$ cat config.mk
export PLATFORM = sky130hd
export DESIGN_NAME = tag_resolver
export DESIGN_NICKNAME = d
export VERILOG_FILES = /design/src/rtl/capp_pkg.sv /design/src/rtl/lowest_set_encoder.sv /design/src/rtl/tag_resolver.sv
export SDC_FILE = /design/constraint.sdc
export NUM_CORES = 1
export LEC_CHECK = 0
export CORE_MARGIN = 4
export CORE_UTILIZATION = 35
export CTS_CLUSTER_DIAMETER = 30
export CTS_CLUSTER_SIZE = 14
export DETAILED_ROUTE_END_ITERATION = 10
export HOLD_SLACK_MARGIN = 0.08
export PLACE_DENSITY = 0.55
export SYNTH_ARGS = -nofsm -noshare
export SYNTH_HDL_FRONTEND = slang
export SYNTH_SLANG_ARGS = --single-unit
$ cat constraint.sdc
create_clock -name CLK -period 4.3 [get_ports CLK]
set_input_delay 0.645 -clock CLK [delete_from_list [all_inputs] [get_ports CLK]]
set_output_delay 0.645 -clock CLK [all_outputs]
set_load 0.01 [all_outputs]
$ cat src/rtl/capp_pkg.sv
// Shared CAPP parameters and the tag resolver state encoding.
package capp_pkg;

  localparam int unsigned CAPP_WORDS  = 100;
  localparam int unsigned CAPP_ADDR_W = 7;
  localparam int unsigned CAPP_CNT_W  = 7;

  typedef enum logic [1:0] {
    IDLE = 2'd0,
    SCAN = 2'd1,
    DONE = 2'd2
  } resolver_state_t;

endpackage

$ cat src/rtl/lowest_set_encoder.sv
// Combinational priority encoder: lowest set index, non-empty flag, and one-hot flag.
module lowest_set_encoder #(
  parameter int unsigned WORDS  = 100,
  parameter int unsigned ADDR_W = 7
) (
  input  logic [WORDS-1:0]  vec,
  output logic [ADDR_W-1:0] idx,
  output logic              any,
  output logic              single
);

  logic found;
  logic multi;

  // Ascending scan: first hit sets idx, any later hit marks the vector as multi-bit.
  always_comb begin
    idx   = '0;
    found = 1'b0;
    multi = 1'b0;
    for (int i = 0; i < int'(WORDS); i++) begin
      if (vec[i]) begin
        if (!found) idx = ADDR_W'(i);
        else        multi = 1'b1;
        found = 1'b1;
      end
    end
    any    = found;
    single = found && !multi;
  end

endmodule

$ cat src/rtl/tag_resolver.sv
// Snapshots the tag vector and streams responder addresses, lowest first, over valid/ready.
module tag_resolver
  import capp_pkg::*;
#(
  parameter int unsigned WORDS  = CAPP_WORDS,
  parameter int unsigned ADDR_W = CAPP_ADDR_W,
  parameter int unsigned CNT_W  = CAPP_CNT_W
) (
  input  logic              CLK,
  input  logic              RST_N,
  input  logic [WORDS-1:0]  tags,
  input  logic              start,
  input  logic              abort,
  input  logic              addr_ready,
  output logic              addr_valid,
  output logic [ADDR_W-1:0] addr,
  output logic              last,
  output logic              some_none,
  output logic [CNT_W-1:0]  count,
  output logic              busy,
  output logic              done
);

  resolver_state_t   state_q, state_d;
  logic [WORDS-1:0]  pending_q, pending_d;
  logic [CNT_W-1:0]  count_q, count_d;
  logic              some_none_q, some_none_d;
  logic              addr_valid_q, addr_valid_d;
  logic [ADDR_W-1:0] addr_q, addr_d;
  logic              last_q, last_d;
  logic              done_q, done_d;
  logic              busy_q, busy_d;

  logic              hs;
  logic [ADDR_W-1:0] enc_idx;
  logic              enc_any;
  logic              enc_single;

  // Encoding the next snapshot lets addr/last be registered yet still track each accept.
  lowest_set_encoder #(
    .WORDS  (WORDS),
    .ADDR_W (ADDR_W)
  ) u_enc (
    .vec    (pending_d),
    .idx    (enc_idx),
    .any    (enc_any),
    .single (enc_single)
  );

  always_comb begin
    state_d     = state_q;
    pending_d   = pending_q;
    count_d     = count_q;
    some_none_d = some_none_q;
    hs          = addr_valid_q && addr_ready;

    case (state_q)
      IDLE: begin
        if (start) begin
          pending_d   = tags;
          count_d     = '0;
          some_none_d = |tags;
          state_d     = (|tags) ? SCAN : DONE;
        end
      end
      SCAN: begin
        if (hs) begin
          for (int i = 0; i < int'(WORDS); i++) begin
            if (ADDR_W'(i) == addr_q) pending_d[i] = 1'b0;
          end
          count_d = count_q + CNT_W'(1);
          if (last_q) state_d = DONE;
        end
        // A handshake in the abort cycle is still counted above.
        if (abort) begin
          pending_d = '0;
          state_d   = DONE;
        end
      end
      DONE:    state_d = IDLE;
      default: state_d = IDLE;
    endcase

    addr_valid_d = (state_d == SCAN) && enc_any;
    addr_d       = addr_valid_d ? enc_idx : '0;
    last_d       = addr_valid_d && enc_single;
    done_d       = (state_d == DONE);
    busy_d       = (state_d != IDLE);
  end

  always_ff @(posedge CLK) begin
    if (!RST_N) begin
      state_q      <= IDLE;
      pending_q    <= '0;
      count_q      <= '0;
      some_none_q  <= 1'b0;
      addr_valid_q <= 1'b0;
      addr_q       <= '0;
      last_q       <= 1'b0;
      done_q       <= 1'b0;
      busy_q       <= 1'b0;
    end else begin
      state_q      <= state_d;
      pending_q    <= pending_d;
      count_q      <= count_d;
      some_none_q  <= some_none_d;
      addr_valid_q <= addr_valid_d;
      addr_q       <= addr_d;
      last_q       <= last_d;
      done_q       <= done_d;
      busy_q       <= busy_d;
    end
  end

  assign addr_valid = addr_valid_q;
  assign addr       = addr_q;
  assign last       = last_q;
  assign some_none  = some_none_q;
  assign count      = count_q;
  assign busy       = busy_q;
  assign done       = done_q;

endmodule

==> results of run 1 <==
## cell families after synthesis
family | after synthesis | share of synthesized area [%]
AND/OR/NAND/NOR | 547 | 36.58
buffers and inverters | 87 | 4.758
XOR/XNOR | 5 | 0.5078
adder cells (fa/ha/maj) | 2 | 0.2611
flip-flops | 121 | 28.08
multiplexers | 1 | 0.1160
AO/OA/AOI/OAI | 343 | 29.69
## sequential cells by signal (all words and copies together) (netlist names)
register,flops
addr,7
addr_valid,1
count,7
last,1
busy,1
pending_q,100
done,1
state_q,2
some_none,1
## repair_timing
| item | 4_1_cts | 5_1_grt |
|---|---|---|
| gates resized for setup | 11 | 21 |
| setup buffers | 1 | 0 |
| pin swaps | 2 | 3 |
| setup endpoints to repair | 9 | 9 |
| endpoints found under the hold margin | 0 | 0 |
## per-layer routing
layer | global-route usage [%] | up-vias | share of wire (%) | wire, um
li1 | - | 5172 | - | -
met1 | 45.47 | 5376 | 45 | 19970
met2 | 47.92 | 594 | 43 | 19130
met3 | 5.840 | 85 | 8.5 | 3769
met4 | 10.74 | 0 | 3.5 | 1547
met5 | 0 | - | 0 | 0
## tightest hold or removal path: stages, from the launching register on
cell and delay (ns):
dfxtp_1 0.34, xor2_1 0.07, nor2_1 0.07
## where the power goes
group / internal [mW] / total (mW) / switching, mW / leakage [nW]
registers: 1.18 / 1.22 / 0.0321 / 0.991
clock network: 0.883 / 1.51 / 0.625 / 0.293
logic: 0.648 / 1.40 / 0.756 / 3.95
## final cells by class
cell class                 instances  area [um2]  share of cell area, %
clock buffer                      18       439.2                  3.280
tap                              324       405.4                  3.028
sequential                       121        2422                  18.09
clock inverter                    14       160.2                  1.196
inverter                          21       78.83                 0.5888
multi-input combinational        898        5929                  44.29
timing repair buffer             467        3953                  29.52
## cell usage in the layout, fill, tap and decap left out, types with 42 or more instances in the layout
master | synthesis | routed
a21oi_1 | 57 | 57
a32oi_1 | 62 | 59
and2_1 | 56 | 56
buf_4 | 4 | 332
clkdlybuf4s50_1 | 0 | 121
dfxtp_1 | 121 | 121
nand2_1 | 130 | 130
nand4_1 | 42 | 42
nor2_1 | 70 | 63
nor2b_1 | 67 | 67
o21ai_0 | 55 | 55
## worst max path at each step
| stage | end | startpoint | cells past startpoint | slack (ns) |
|---|---|---|---|---|
| after global placement | last | addr_ready | 15 | -1.01 |
| final | last | start | 17 | 0.02 |
| after global routing | last | start | 17 | -0.11 |
| after CTS | last | addr_ready | 17 | -0.02 |
| after floorplan | last | addr_ready | 14 | 0.44 |
| after detailed placement | last | addr_ready | 15 | -0.94 |
==> impl_metrics.env, run 1 <==
export IMPL_synthesis_nets=1212
export IMPL_status="complete, no violations"
export IMPL_die_area_um2=27220
export IMPL_crit_fanout=19
export IMPL_die_w_um=165.0
export IMPL_place_inst=1830
export IMPL_whs_ns=0.5105
export IMPL_yosys_top_cells_area="dfxtp_1 (28%), a32oi_1 (6.3%), nand2_1 (5.7%), nor2b_1 (4.9%), and2_1 (4.1%)"
export IMPL_overflow=0
export IMPL_finClkSkew_ns=0.01216
export IMPL_cp_slowest_cell="clkdlybuf4s50_1"
export IMPL_fin_crit_ns=4.281
export IMPL_max_slew_margin_pct=31.01
export IMPL_ff2ff_setup_slack_ns=0.11
export IMPL_path_class="in -> reg"
export IMPL_via_count=11230
export IMPL_yosysSeqAreaShare_pct=28.08
export IMPL_ys_flop_type="dfxtp_1"
export IMPL_synth_most_common_cell="nand2_1"
export IMPL_synthTopCellsByCount="nand2_1 (130), dfxtp_1 (121), nor2_1 (70)"
export IMPL_via_per_inst=6.026
export IMPL_synth_cell_types=88
export IMPL_leakagePower_nw=5.236
export IMPL_crit_arrival_ns=4.61
export IMPL_yosys_warnings=0
export IMPL_r2r_end="last"
export IMPL_power_density_nw_per_um2=308.4
export IMPL_place_gp_congestion=0.9911
export IMPL_dp_hpwl_mm=35.43
export IMPL_drv_cap=0
export IMPL_core_um2=24250
export IMPL_tritoncts="yes"
export IMPL_peakVddDrop_mv=0.2748
export IMPL_detail_route_antenna_nets=0
export IMPL_ioPinCount=124
export IMPL_cts_buffers=17
export IMPL_clk_pin_slew_ns=0.06
export IMPL_htree_num_levels=4
export IMPL_floorplan_initialDensity_pct=35.57
export IMPL_rsz0062_at_grt="yes"
export IMPL_total_power_mw=4.129
export IMPL_routedWlPerCell_um=23.84
export IMPL_syn_to_final_growth_pct=55.21
export IMPL_clock_latency_ns=0.43
export IMPL_final_cells=1863
export IMPL_min_from="count[6]"
export IMPL_yosys_area_top_type="dfxtp_1"
export IMPL_clockBufferDepth=2
export IMPL_grt_start_max_net_pins=107
export IMPL_first_global_vias=10440
export IMPL_fmax_ghz=0.2336
export IMPL_port_buffers=123
export IMPL_syn_area_um2=8626
export IMPL_yosys_register_bits=121
export IMPL_clock_sinks=121
export IMPL_slew_violations=0
export IMPL_nFillCells=2325
export IMPL_die_h_um=165.0
export IMPL_antenna_found_initial=0
export IMPL_worst_path_largest_cell_delay_ns=0.48
export IMPL_grt_pass1_wl_mm=64.78
export IMPL_pre_cts_slack_ns=-0.9438
export IMPL_ctsRootBufferMaster="clkbuf_16"
export IMPL_required_ns=4.63
export IMPL_synth_cells=1106
export IMPL_cts_hold_buf=0
export IMPL_start_kind="primary input"
export IMPL_synth_async_sr_flop_share_pct=0
export IMPL_drive_gt1_share_pct=28.65
export IMPL_yosys_area_top_type_share_pct=28.08
export IMPL_place_area_um2=12640
export IMPL_antenna_cells=0
export IMPL_postLayoutCellArea_um2=13390
export IMPL_critPathTopFamily="simple AND/OR/NAND/NOR gates"
export IMPL_final_core_util_pct=55.21
export IMPL_totalWireLength_mm=44.42
export IMPL_worstMarginPinSlew_ns=1.035
export IMPL_hold_depth=2
export IMPL_fin_nets=1632
export IMPL_reg2reg_depth=15
export IMPL_worst_slack_ns=0.01894
export IMPL_drc=0
export IMPL_grt_util_all_layers_pct=31.79
export IMPL_synth_edf_count=0
export IMPL_final_hold_violation_count=0
export IMPL_drt_initial_drc_count=1403
export IMPL_fin_tns_setup_ns=0
export IMPL_critPathBufInv=6
export IMPL_avgSynthCellArea_um2=7.799
export IMPL_drt_first_pass_iters=6
export IMPL_hold_end="count[6]"
export IMPL_hold_path_class="reg -> reg"
export IMPL_path_cells="clkdlybuf4s50_1 -> buf_4 -> o21ba_2 -> nand2_4 -> buf_12 -> buf_12 -> a32oi_1 -> nand4_1 -> nor4_4 -> buf_6 -> buf_4 -> a21oi_1 -> o221ai_1 -> o21ai_1 -> nor4_1 -> nand4_1 -> nor4_2"
export IMPL_end_kind="flip-flop"
export IMPL_timing_final_crit_share_pct=99.56
export IMPL_setup_violations=0
export IMPL_rows=57
export IMPL_reg2reg_from="addr[0]"
(Power assumes the default switching activity.)
==> run 2, diff against run 1 <==
--- a/config.mk
+++ b/config.mk
@@ -5,6 +5,7 @@
 export SDC_FILE = /design/constraint.sdc
 export NUM_CORES = 1
 export LEC_CHECK = 0
+export ABC_CLOCK_PERIOD_IN_PS = 4300
 export CORE_MARGIN = 4
 export CORE_UTILIZATION = 35
 export CTS_CLUSTER_DIAMETER = 30
==> results of run 2 <==
Final layout, timing and power as in run 1 (identical DEF).
==> run 3, diff against run 2 <==
--- a/config.mk
+++ b/config.mk
@@ -8,11 +8,12 @@
 export ABC_CLOCK_PERIOD_IN_PS = 4300
 export CORE_MARGIN = 4
 export CORE_UTILIZATION = 35
+export CTS_BUF_LIST = sky130_fd_sc_hd__clkbuf_4
 export CTS_CLUSTER_DIAMETER = 30
 export CTS_CLUSTER_SIZE = 14
 export DETAILED_ROUTE_END_ITERATION = 10
 export HOLD_SLACK_MARGIN = 0.08
-export PLACE_DENSITY = 0.55
+export PLACE_DENSITY = 0.61
 export SYNTH_ARGS = -nofsm -noshare
 export SYNTH_HDL_FRONTEND = slang
 export SYNTH_SLANG_ARGS = --single-unit
==> run 3 against run 2 <==
  * Clock power decreased by 42%
  * Power decreased by 16%
  * Largest power group is now combinational cells
  * Maximum frequency increased by 2.6%
  * Sequential power about the same
==> impl_metrics.env, run 3 (same netlist as run 1, synthesis figures left out) <==
export IMPL_cp_slowest_cell="dfxtp_1"
export IMPL_path_depth=17
export IMPL_power_density_nw_per_um2=264.9
export IMPL_drc=0
export IMPL_met3_usage_pct=6.164
export IMPL_critPathTopFamily="simple AND/OR/NAND/NOR gates"
export IMPL_clockBufferDepth=2
export IMPL_status="complete, no violations"
export IMPL_multiInputGateArea_um2=5978
export IMPL_fin_nets=1633
export IMPL_busiest_layer="met2"
export IMPL_drive_gt1_share_pct=29.09
export IMPL_hold_path_class="reg -> reg"
export IMPL_cts_buffers=17
export IMPL_final_core_util_pct=54.18
export IMPL_die_w_um=165.0
export IMPL_use_met1_pct=44.51
export IMPL_core_um2=24250
export IMPL_path_cells="o21ba_1 -> buf_12 -> nand2_4 -> buf_4 -> buf_4 -> a32oi_1 -> nand4_1 -> nor4_4 -> buf_6 -> buf_4 -> and4_1 -> a22oi_1 -> a2111oi_4 -> buf_4 -> o2111a_1 -> nand4_1 -> nor4_2"
export IMPL_fin_crit_ns=4.174
export IMPL_finClkSkew_ns=0.03568
export IMPL_htree_num_levels=4
export IMPL_use_met2_pct=46.38
export IMPL_cts_hold_buf=0
export IMPL_largest_register_ff_count=100
export IMPL_final_hold_violation_count=0
export IMPL_setup_violations=0
export IMPL_tritoncts="yes"
export IMPL_timing_final_crit_share_pct=97.08
export IMPL_syn_to_final_growth_pct=52.31
export IMPL_clk_pin_slew_ns=0.13
export IMPL_drt_initial_drc_count=1155
export IMPL_place_gp_congestion=1.023
export IMPL_ioPinCount=124
export IMPL_ff_latch_area_um2=2426
export IMPL_clock_latency_ns=0.60
export IMPL_r2r_end="last"
export IMPL_grt_pass1_wl_mm=63.90
export IMPL_totalWireLength_mm=44.17
export IMPL_crit_path_end="last"
export IMPL_place_inst=1824
export IMPL_die_h_um=165.0
export IMPL_ff2ff_setup_slack_ns=0.13
export IMPL_leakagePower_nw=5.119
export IMPL_crit_arrival_ns=4.67
export IMPL_die_area_um2=27220
export IMPL_peakVddDrop_mv=0.1932
export IMPL_drv_cap=0
export IMPL_via_per_inst=6.014
export IMPL_port_buffers=123
export IMPL_via_count=11220
export IMPL_reg2reg_from="state_q[0]"
export IMPL_crit_fanout=18
export IMPL_cpMostUsedCell="buf_4"
export IMPL_regMostFlops="pending_q"
export IMPL_grt_start_max_net_pins=107
export IMPL_slew_violations=0
export IMPL_worst_path_largest_cell_delay_ns=0.54
export IMPL_drt_first_pass_iters=5
export IMPL_final_common_cell="buf_4"
export IMPL_overflow=0
export IMPL_antenna_found_initial=3
export IMPL_worstMarginPinSlew_ns=1.013
export IMPL_first_global_vias=10470
export IMPL_final_cells=1865
export IMPL_end_kind="flip-flop"
export IMPL_start_kind="flip-flop"
export IMPL_fin_tns_setup_ns=0
export IMPL_max_slew_margin_pct=32.44
export IMPL_dp_hpwl_mm=35.66
export IMPL_nFillCells=2353
export IMPL_clock_sinks=121
export IMPL_grt_util_all_layers_pct=31.33
export IMPL_fmax_ghz=0.2396
export IMPL_path_class="reg -> reg"
export IMPL_timing_critical_path_from="state_q[0]"
export IMPL_critPathBufInv=6
export IMPL_routedWlPerCell_um=23.68
export IMPL_ctsRootBufferMaster="clkbuf_4"
export IMPL_detail_route_antenna_nets=0
export IMPL_rows=57
export IMPL_reg2reg_depth=17
export IMPL_final_cell_mix="buf_4 (332), nand2_1 (130), clkdlybuf4s50_1 (120)"
export IMPL_required_ns=4.79
export IMPL_floorplan_initialDensity_pct=35.57
run 3: area by class of cell:
cell class	instances	area share, %
multi-input combinational	898	45.50
timing repair buffer	468	30.26
sequential	121	18.47
tap	324	3.086
clock inverter	14	1.038
clock buffer	18	1.029
inverter	21	0.6000
antenna	1	0.01905
run 3: worst min-delay path by stage:
| stage | startpoint | to | slack, ns | cells after the start |
|---|---|---|---|---|
| 5_1_grt | count[1] | count[1] | 0.58 | 2 |
| 3_3_place_gp | count[1] | count[1] | 0.50 | 2 |
| 6_report | count[1] | count[1] | 0.55 | 2 |
| 4_1_cts | count[1] | count[1] | 0.55 | 2 |
| 3_5_place_dp | count[6] | count[6] | 0.51 | 2 |
| 2_1_floorplan | count[1] | count[1] | 0.52 | 2 |
run 3: report_power, final:
part / leakage [nW] / switching, mW / internal [mW] / total [mW]
clock network: 0.147 / 0.568 / 0.307 / 0.875
logic: 3.98 / 0.753 / 0.635 / 1.39
registers: 0.992 / 0.0338 / 1.18 / 1.22
total: 5.12 / 1.35 / 2.13 / 3.48
run 3: through the flow:
step           area (um2)  total power [mW]  hold slack [ns]  worst slack (ns)
6_report            13140             3.481           0.5499            0.1256
5_1_grt             13140             3.610           0.5846          -0.01384
4_1_cts             12910             3.435           0.5480           0.01662
3_5_place_dp        12600             2.561           0.5075            -1.217
3_3_place_gp        12600             2.566           0.4994            -1.264
2_1_floorplan        8626             1.835           0.5216            0.4429
run 3: worst register-to-register path, cell delays in order, from the launching register on:
cell and delay, ns:
dfxtp_1 0.54, o21ba_1 0.22, buf_12 0.13, nand2_4 0.13
buf_4 0.18, buf_4 0.20, a32oi_1 0.30, nand4_1 0.22
nor4_4 0.42, buf_6 0.23, buf_4 0.13, and4_1 0.31
a22oi_1 0.15, a2111oi_4 0.31, buf_4 0.18, o2111a_1 0.18
nand4_1 0.11, nor4_2 0.14
run 3: timing repair:
action | CTS | global route
gates resized for setup | 11 | 30
pin swaps | 1 | 7
endpoints found under the setup margin | 3 | 4
setup buffers | 0 | 8
run 3: layer usage:
metal	share of wire (%)	wire [um]
met2	42	18750
met3	9.0	3969
met1	45	19750
met5	0.029	13
met4	3.8	1687
